[src/rtl/led_scan_driver.sv]
// Time-multiplexed seven-segment scanner with dead time between digits and frame-synchronous loads.
// Define LED_SCAN_LZB_EN to enable leading-zero blanking.
module led_scan_driver #(
    parameter int DIGITS      = 4,
    parameter int CLK_DIV     = 50000,
    parameter int DEAD_CYCLES = 16
) (
    input  logic                  clock,
    input  logic                  reset,
    input  logic                  load,
    input  logic [4*DIGITS-1:0]   digits,
    input  logic [DIGITS-1:0]     dp_in,
    input  logic [DIGITS-1:0]     blank_in,
    output logic [6:0]            seg,
    output logic                  dp,
    output logic [DIGITS-1:0]     an,
    output logic                  frame,
    output logic                  pending
);

    localparam int PW = (CLK_DIV > 1) ? $clog2(CLK_DIV) : 1;
    localparam int DW = (DEAD_CYCLES > 1) ? $clog2(DEAD_CYCLES) : 1;
    localparam int IW = (DIGITS > 1) ? $clog2(DIGITS) : 1;

    localparam logic [PW-1:0] PRESC_LAST = PW'(CLK_DIV - 1);
    localparam logic [DW-1:0] DEAD_LAST  = DW'(DEAD_CYCLES - 1);
    localparam logic [IW-1:0] IDX_LAST   = IW'(DIGITS - 1);

    typedef enum logic {
        SHOW,
        DEAD
    } state_t;

    state_t                 state, state_n;
    logic [PW-1:0]          presc, presc_n;
    logic [DW-1:0]          dead_cnt, dead_cnt_n;
    logic [IW-1:0]          idx, idx_n;
    logic [4*DIGITS-1:0]    shadow_digits, shadow_digits_n;
    logic [DIGITS-1:0]      shadow_dp, shadow_dp_n;
    logic [DIGITS-1:0]      shadow_blank, shadow_blank_n;
    logic [4*DIGITS-1:0]    disp_digits, disp_digits_n;
    logic [DIGITS-1:0]      disp_dp, disp_dp_n;
    logic [DIGITS-1:0]      disp_blank, disp_blank_n;
    logic                   pending_n;
    logic                   wrap;

    logic [DIGITS-1:0]      lz_n;
    logic [3:0]             nib_n;
    logic [6:0]             seg_n;
    logic                   dp_n;
    logic [DIGITS-1:0]      an_n;

    function automatic logic [6:0] hex7(input logic [3:0] value);
        logic [6:0] glyph;
        case (value)
            4'h0:    glyph = 7'h40;
            4'h1:    glyph = 7'h79;
            4'h2:    glyph = 7'h24;
            4'h3:    glyph = 7'h30;
            4'h4:    glyph = 7'h19;
            4'h5:    glyph = 7'h12;
            4'h6:    glyph = 7'h02;
            4'h7:    glyph = 7'h78;
            4'h8:    glyph = 7'h00;
            4'h9:    glyph = 7'h10;
            4'hA:    glyph = 7'h08;
            4'hB:    glyph = 7'h03;
            4'hC:    glyph = 7'h46;
            4'hD:    glyph = 7'h21;
            4'hE:    glyph = 7'h06;
            default: glyph = 7'h0E;
        endcase
        return glyph;
    endfunction

    always_comb begin
        state_n         = state;
        presc_n         = presc;
        dead_cnt_n      = dead_cnt;
        idx_n           = idx;
        wrap            = 1'b0;
        shadow_digits_n = shadow_digits;
        shadow_dp_n     = shadow_dp;
        shadow_blank_n  = shadow_blank;
        disp_digits_n   = disp_digits;
        disp_dp_n       = disp_dp;
        disp_blank_n    = disp_blank;
        pending_n       = pending;

        case (state)
            SHOW: begin
                if (presc == PRESC_LAST) begin
                    presc_n = '0;
                    state_n = DEAD;
                end else begin
                    presc_n = presc + PW'(1);
                end
            end
            default: begin
                if (dead_cnt == DEAD_LAST) begin
                    dead_cnt_n = '0;
                    state_n    = SHOW;
                    if (idx == IDX_LAST) begin
                        idx_n = '0;
                        wrap  = 1'b1;
                    end else begin
                        idx_n = idx + IW'(1);
                    end
                end else begin
                    dead_cnt_n = dead_cnt + DW'(1);
                end
            end
        endcase

        if (load) begin
            shadow_digits_n = digits;
            shadow_dp_n     = dp_in;
            shadow_blank_n  = blank_in;
            pending_n       = 1'b1;
        end

        // A load landing on the wrap edge goes straight to the display so it is not held back a frame.
        if (wrap) begin
            if (load) begin
                disp_digits_n = digits;
                disp_dp_n     = dp_in;
                disp_blank_n  = blank_in;
            end else if (pending) begin
                disp_digits_n = shadow_digits;
                disp_dp_n     = shadow_dp;
                disp_blank_n  = shadow_blank;
            end
            pending_n = 1'b0;
        end
    end

`ifdef LED_SCAN_LZB_EN
    logic zero_run;

    // A digit is a leading zero when it and every digit above it are zero and it has no dp lit.
    always_comb begin
        lz_n     = '0;
        zero_run = 1'b1;
        for (int i = DIGITS - 1; i > 0; i--) begin
            zero_run = zero_run & (disp_digits_n[4*i +: 4] == 4'h0);
            lz_n[i]  = zero_run & ~disp_dp_n[i];
        end
    end
`else
    always_comb begin
        lz_n = '0;
    end
`endif

    always_comb begin
        an_n  = '1;
        seg_n = 7'h7F;
        dp_n  = 1'b1;
        nib_n = disp_digits_n[4*idx_n +: 4];
        if (state_n == SHOW) begin
            an_n[idx_n] = 1'b0;
            if (!(disp_blank_n[idx_n] | lz_n[idx_n])) begin
                seg_n = hex7(nib_n);
                dp_n  = ~disp_dp_n[idx_n];
            end
        end
    end

    // Outputs are decoded from next state and registered alongside it, so pins change with the state.
    always_ff @(posedge clock) begin
        if (reset) begin
            state         <= DEAD;
            presc         <= '0;
            dead_cnt      <= '0;
            idx           <= IDX_LAST;
            shadow_digits <= '0;
            shadow_dp     <= '0;
            shadow_blank  <= '0;
            disp_digits   <= '0;
            disp_dp       <= '0;
            disp_blank    <= '0;
            pending       <= 1'b0;
            frame         <= 1'b0;
            seg           <= 7'h7F;
            dp            <= 1'b1;
            an            <= '1;
        end else begin
            state         <= state_n;
            presc         <= presc_n;
            dead_cnt      <= dead_cnt_n;
            idx           <= idx_n;
            shadow_digits <= shadow_digits_n;
            shadow_dp     <= shadow_dp_n;
            shadow_blank  <= shadow_blank_n;
            disp_digits   <= disp_digits_n;
            disp_dp       <= disp_dp_n;
            disp_blank    <= disp_blank_n;
            pending       <= pending_n;
            frame         <= wrap;
            seg           <= seg_n;
            dp            <= dp_n;
            an            <= an_n;
        end
    end

endmodule

[config.mk]
export PLATFORM = sky130hd
export DESIGN_NAME = led_scan_driver
export DESIGN_NICKNAME = d
export VERILOG_FILES = /design/src/rtl/led_scan_driver.sv
export SDC_FILE = /design/constraint.sdc
export NUM_CORES = 1
export LEC_CHECK = 0
export BUFFER_PORTS_ARGS = -buffer_cell sky130_fd_sc_hd__buf_4
export CORE_ASPECT_RATIO = 0.75
export CORE_MARGIN = 2
export CORE_UTILIZATION = 45
export DETAILED_ROUTE_END_ITERATION = 10
export PLACE_DENSITY_LB_ADDON = 0.08
export SETUP_SLACK_MARGIN = 0.15
export SLEW_MARGIN = 20
export SYNTH_ARGS = -nofsm -noshare
export SYNTH_HDL_FRONTEND = slang
export SYNTH_SLANG_ARGS = --single-unit
[constraint.sdc]
create_clock -name clock -period 7.8 [get_ports clock]
set_clock_uncertainty 0.1 [all_clocks]
set_input_delay 1.56 -clock clock [delete_from_list [all_inputs] [get_ports clock]]
set_output_delay 1.56 -clock clock [all_outputs]
set_load 0.03 [all_outputs]
==> results.py, run 1 <==
metrics = {
    "pwr": {
        "ir_worst_vdd_mv": 0.1269,
        "p_leak_uw": 0.001731,
        "powerDensity_nw_per_um2": 208.4,
    },
    "detailed_routing": {
        "wirelength_mm": 8.220,
        "dr.pass1.iters": 4,
        "routedWlPerCell_um": 14.63,
        "wl_met2_mm": 3.388,
        "via_count": 3009,
        "ant_nets": 0,
        "drtIter0Drc": 162,
        "route.met3.wl_um": 347,
        "viasPerCell": 5.354,
        "top_layer": "met4",
        "drc": 0,
        "wl_met1_mm": 4.412,
    },
    "worst_setup_path": {
        "crit_chain": "buf_4 -> o21ai_1 -> nor2_4 -> mux2i_1 -> nor2_1 -> nor3_1 -> or2_1 -> inv_1 -> ha_1 -> or3_1 -> o221ai_1 -> nand2_1",
        "critPathSlowestCell": "buf_4",
        "worstPathRequired_ps": 7920,
        "rrSetupSlack_ps": 4140,
        "path_class": "in2reg",
        "cp.arrival_ps": 4250,
        "crit_buf_inv": 2,
        "critPathMaxStageDelay_ps": 430,
        "end_kind": "register",
        "cp_top_family": "simple AND/OR/NAND/NOR gates",
        "crit_path_max_fanout": 37,
        "critPathLaunchType": "primary input",
    },
    "sta": {
        "finalHoldViolations": 0,
        "rsz0062_at_grt": "no",
        "tightest_slew_ps": 1031,
        "fin_crit_sh_pct": 52.93,
        "finalSetupViolations": 0,
        "relSlewSlack_pct": 31.17,
        "worst_slack_ps": 3671,
        "fin_tns_setup_ps": 0,
        "drv_slew": 0,
        "min_period_ps": 4129,
        "max_freq_ghz": 0.2422,
    },
    "yosys": {
        "async_flop_share_pct": 0,
        "ys_seq_area_share_pct": 43.90,
        "netlist_instances": 419,
        "netlist.area_leader.share_pct": 43.90,
        "ys_seq_elements": 85,
        "synth_common_cells": "85 x dfxtp_1, 61 x nor2_1, 29 x mux2i_1",
        "synth.distinct_cells": 57,
        "synth-edff-count": 0,
        "synth_top_cell_by_area": "dfxtp_1",
        "yosys_warnings": 0,
        "ys.flop_type": "dfxtp_1",
        "syn_area_per_cell_um2": 9.251,
        "syn-cell-area_um2": 3876,
        "synth_top_cells_by_area": "dfxtp_1 44%, mux2i_1 7.5%, nor2_1 5.9%, nor2b_1 3.9%, ha_1 2.9%",
        "synth_most_common_cell": "dfxtp_1",
        "synthesis.nets": 455,
    },
    "floorplanning": {
        "dieArea_um2": 9380,
        "core_area_um2": 8418,
        "ios": 41,
        "dieHeight_um": 84.38,
        "row_count": 29,
        "start_util_pct": 46.05,
        "dieWidth_um": 111.2,
    },
    "global_routing": {
        "antenna_found_initial": 0,
        "grt_pass1_wl_mm": 13.68,
        "grt_max_degree": 61,
        "grt_overflow": 0,
        "grt.total_usage_pct": 18.15,
        "grt_pass1_vias": 2742,
    },
    "placement": {
        "place_congestion": 0.7575,
        "dp_hpwl_mm": 5.501,
        "post-place-ws_ps": 3346,
        "port_buffers": 40,
        "dpl-instance-area_um2": 4189,
    },
    "final_layout": {
        "diodes": 0,
        "nFillCells": 793,
        "ff_latch_area_um2": 1702,
        "multi_input_area_um2": 2022,
        "final_util_pct": 53.52,
        "nets": 485,
        "finalInstanceArea_um2": 4506,
        "area_growth_pct": 16.24,
        "drive_gt1_share_pct": 17.84,
    },
    "clock_network": {
        "cts_tree": "built",
        "postCtsHoldBufs": 0,
        "path_clk_slew_ps": 60,
        "cts.htree.levels": 3,
        "clock_latency_ps": 330,
        "cts.path.max_buffers": 2,
        "cts_resized": 0,
        "cts_buffers": 9,
        "cts-root-buf": "clkbuf_16",
        "cts_sinks": 85,
        "postCtsSetupRepairBufs": 0,
    },
    "run_status": {
        "status": "completed",
    },
    "worst_hold_path": {
        "hold_path_class": "reg2reg",
    },
    "flow_run": {
        "cap_violations": 0,
    },
}
path summary, 6_finish.rpt:
kind,startpoint,end,depth (start not counted)
setup / recovery,load,seg[0]$_SDFF_PP1_,12
hold / removal,disp_digits[1]$_SDFF_PP0_,disp_digits[1]$_SDFF_PP0_,2
setup reg to reg,state$_SDFF_PP1_,seg[0]$_SDFF_PP1_,8
hold reg to reg,disp_digits[1]$_SDFF_PP0_,disp_digits[1]$_SDFF_PP0_,2
report_power, final:
part,switching (uW),total (uW),internal (uW)
sequential,6.69,450,443
combinational,24.8,49.6,24.8
clock,165,439,274
total,197,939,742
logic make-up (layout without fill, tap and decap cells):
group | after synthesis | count (layout) | share of synthesized area (%)
mux | 40 | 40 | 10.78
buf+inv | 29 | 64 | 4.035
xor+xnor | 15 | 15 | 3.389
fa+ha+maj | 9 | 9 | 2.905
simple gates | 175 | 175 | 22.89
compound gates | 66 | 66 | 12.11
flops | 85 | 85 | 43.90
placed cells by master, fill, tap and decap left out, types with 3 or more instances in the layout:
master     count
a21oi_1       18
a221o_1        4
and2_1         5
and3_1         4
buf_4         41
clkbuf_16      9
clkbuf_8       3
dfxtp_1       85
ha_1           9
inv_1          7
mux2_2        10
mux2i_1       29
nand2_1       28
nand2b_1       5
nand3_1       14
nor2_1        61
nor2b_1       24
nor3_1        12
nor4_1         3
o21ai_1        4
o221ai_1       3
o22ai_1       16
or3_1          5
xnor2_1        4
xor2_1        11
through the flow:
stage                     hold WS (ps)  total power (uW)  std cells
after global routing             414.5             971.7        562
final                            385.5             938.8        562
after global placement           370.5             508.5        546
after CTS                        390.2             951.5        562
after floorplan                  354.7             490.3        419
after detailed placement         375.6             509.3        546
worst min-delay path: cells and delay by family (launching register included):
family,cells,cell delay [ps]
flip-flops,1,300
multiplexers,1,70
AND/OR/NAND/NOR,1,80
registers in the layout, indices dropped and copies added (netlist names):
name / count
seg: 7
shadow_dp: 4
shadow_blank: 4
frame: 1
an: 4
disp_blank: 4
pending: 1
presc: 16
idx: 2
dp: 1
dead_cnt: 4
disp_dp: 4
shadow_digits: 16
disp_digits: 16
state: 1
final cells by class:
class / instances / area share (%)
Clock inverter: 3 / 0.9442
Tap cell: 108 / 2.999
Multi-Input combinational cell: 305 / 44.88
Clock buffer: 13 / 5.998
Inverter: 7 / 0.5832
Timing Repair Buffer: 41 / 6.831
Sequential cell: 85 / 37.77
metal layers:
layer	GRT usage, %	vias to the layer above
met5	0	-
li1	-	1528
met4	5.724	0
met2	24.94	60
met1	27.40	1417
met3	4.982	4
Power figures use the tool's default switching activity.
==> inputs of run 2 (changes only) <==
==> constraint.sdc (replaced) <==
create_clock -name clock -period 4.3 [get_ports clock]
set_clock_uncertainty 0.1 [all_clocks]
set_input_delay 0.86 -clock clock [delete_from_list [all_inputs] [get_ports clock]]
set_output_delay 0.86 -clock clock [all_outputs]
set_load 0.03 [all_outputs]
==> run 2 against run 1 <==
  * Non-clock buffer count up 2
  * Combinational power up 82%
  * Final area up 0.89%
  * Total power increased by 91%
  * Count of clock-buffer cells in the layout shrank 1
  * First-iteration DRC count is 15% higher
  * Clock power rose by 100%
  * Via count down 0.37%
==> results.py, run 2 (synthesis gave the netlist of run 1 again) <==
metrics = {
    "clock_network": {
        "path_clk_slew_ps": 60,
        "cts.path.max_buffers": 2,
        "clock_latency_ps": 340,
        "cts_tree": "built",
        "cts-root-buf": "clkbuf_16",
        "cts_sinks": 85,
        "postCtsSetupRepairBufs": 0,
        "cts_resized": 0,
        "postCtsHoldBufs": 0,
        "cts.htree.levels": 3,
        "cts_buffers": 9,
    },
    "placement": {
        "dp_hpwl_mm": 5.683,
        "place_congestion": 0.7796,
        "port_buffers": 40,
        "post-place-ws_ps": 560.2,
    },
    "pwr": {
        "powerDensity_nw_per_um2": 394.6,
        "p_clk_share_pct": 49.5,
        "switchingPower_uw": 362.1,
        "p_leak_uw": 0.001753,
        "swShare_pct": 20.19,
        "p_int_uw": 1432,
        "power_frac_seq_pct": 45.5,
        "p_comb_share_pct": 5.0,
        "ir_worst_vdd_mv": 0.2539,
    },
    "sta": {
        "worst_slack_ps": 929.0,
        "fin_tns_setup_ps": 0,
        "min_period_ps": 3371,
        "tightest_slew_ps": 1028,
        "relSlewSlack_pct": 31.35,
        "max_freq_ghz": 0.2967,
        "fin_crit_sh_pct": 78.39,
        "finalSetupViolations": 0,
        "rsz0062_at_grt": "no",
        "finalHoldViolations": 0,
        "drv_slew": 0,
    },
    "final_layout": {
        "area_growth_pct": 17.27,
        "nets": 487,
        "top_regs": "disp_digits (16), presc (16), shadow_digits (16)",
        "final_util_pct": 54.00,
        "diodes": 0,
        "final_common_cell": "dfxtp_1",
        "nFillCells": 790,
        "layout_common_cells": "85 x dfxtp_1, 61 x nor2_1, 43 x buf_4",
        "drive_gt1_share_pct": 17.76,
    },
    "detailed_routing": {
        "drc": 0,
        "wirelength_mm": 8.410,
        "routedWlPerCell_um": 14.91,
        "ant_nets": 0,
        "dr.pass1.iters": 6,
        "viasPerCell": 5.316,
        "via_count": 2998,
        "drtIter0Drc": 187,
    },
    "global_routing": {
        "grt_overflow": 0,
        "grt.total_usage_pct": 18.67,
        "grt_pass1_wl_mm": 13.93,
        "antenna_found_initial": 0,
        "grt_pass1_vias": 2731,
        "grt_max_degree": 61,
    },
    "floorplanning": {
        "start_util_pct": 46.05,
        "dieWidth_um": 111.2,
        "dieArea_um2": 9380,
        "ios": 41,
        "dieHeight_um": 84.38,
        "row_count": 29,
        "core_area_um2": 8418,
    },
    "worst_setup_path": {
        "cp.arrival_ps": 3500,
        "r2r_cells": 12,
        "end_kind": "register",
        "worstPathRequired_ps": 4430,
        "path_class": "in2reg",
        "crit_path_max_fanout": 37,
        "critPathLaunchType": "primary input",
    },
    "flow_run": {
        "cap_violations": 0,
    },
    "worst_hold_path": {
        "hold_depth": 2,
        "hold_path_class": "reg2reg",
    },
    "run_status": {
        "status": "completed",
    },
}
==> run 2: metal layers <==
layer  up-vias  GRT usage (%)  share of wire, %
met5         -              0                 0
met4         0          5.612               1.3
met3        11          6.065               5.7
met2        66          25.78                41
met1      1393          27.62                52
li1       1528              -                 -
==> run 2: worst max-delay path, stage by stage <==
cell and delay, ps:
buf_4 420, o21ai_1 210, nor2_4 360, mux2i_1 290, nor2_1 60, nor3_1 160, or2_1 270, inv_1 120
ha_1 220, or3_1 370, o221ai_1 80, nand2_1 70
==> run 2: power groups by stage <==
stage	registers, uW	logic [uW]	clock network (uW)
after global routing	818	101	939
after floorplan	830	59.5	0
final	816	90.2	887
after detailed placement	834	90.5	0
after global placement	833	89.4	0
after CTS	816	91.3	902
==> run 2: cell type report <==
cell class | count | area [um2] | area share [%]
clock inverters | 4 | 95.09 | 2.092
flip-flops and latches | 85 | 1702 | 37.43
well taps | 108 | 135.1 | 2.973
repair buffers | 43 | 322.8 | 7.102
clock buffers | 12 | 246.5 | 5.423
multi-input cells | 305 | 2018 | 44.40
inverters | 7 | 26.28 | 0.5780
==> run 2: final timing paths <==
path	start	endpoint	slack (ps)
max	load	seg[0]$_SDFF_PP1_	930
min	disp_digits[9]$_SDFF_PP0_	disp_digits[9]$_SDFF_PP0_	390
max reg2reg	idx[0]$_SDFF_PP1_	seg[0]$_SDFF_PP1_	940
min reg2reg	disp_digits[9]$_SDFF_PP0_	disp_digits[9]$_SDFF_PP0_	390
==> run 2: through the flow <==
step	cells	hold slack, ps	instance area [um2]	total power [uW]
after floorplan	419	354.7	3876	889.3
after global placement	548	369.5	4204	922.4
after detailed placement	548	376.3	4204	924.1
after CTS	564	390.8	4546	1809
after global routing	564	412.3	4546	1857
final	564	390.8	4546	1794
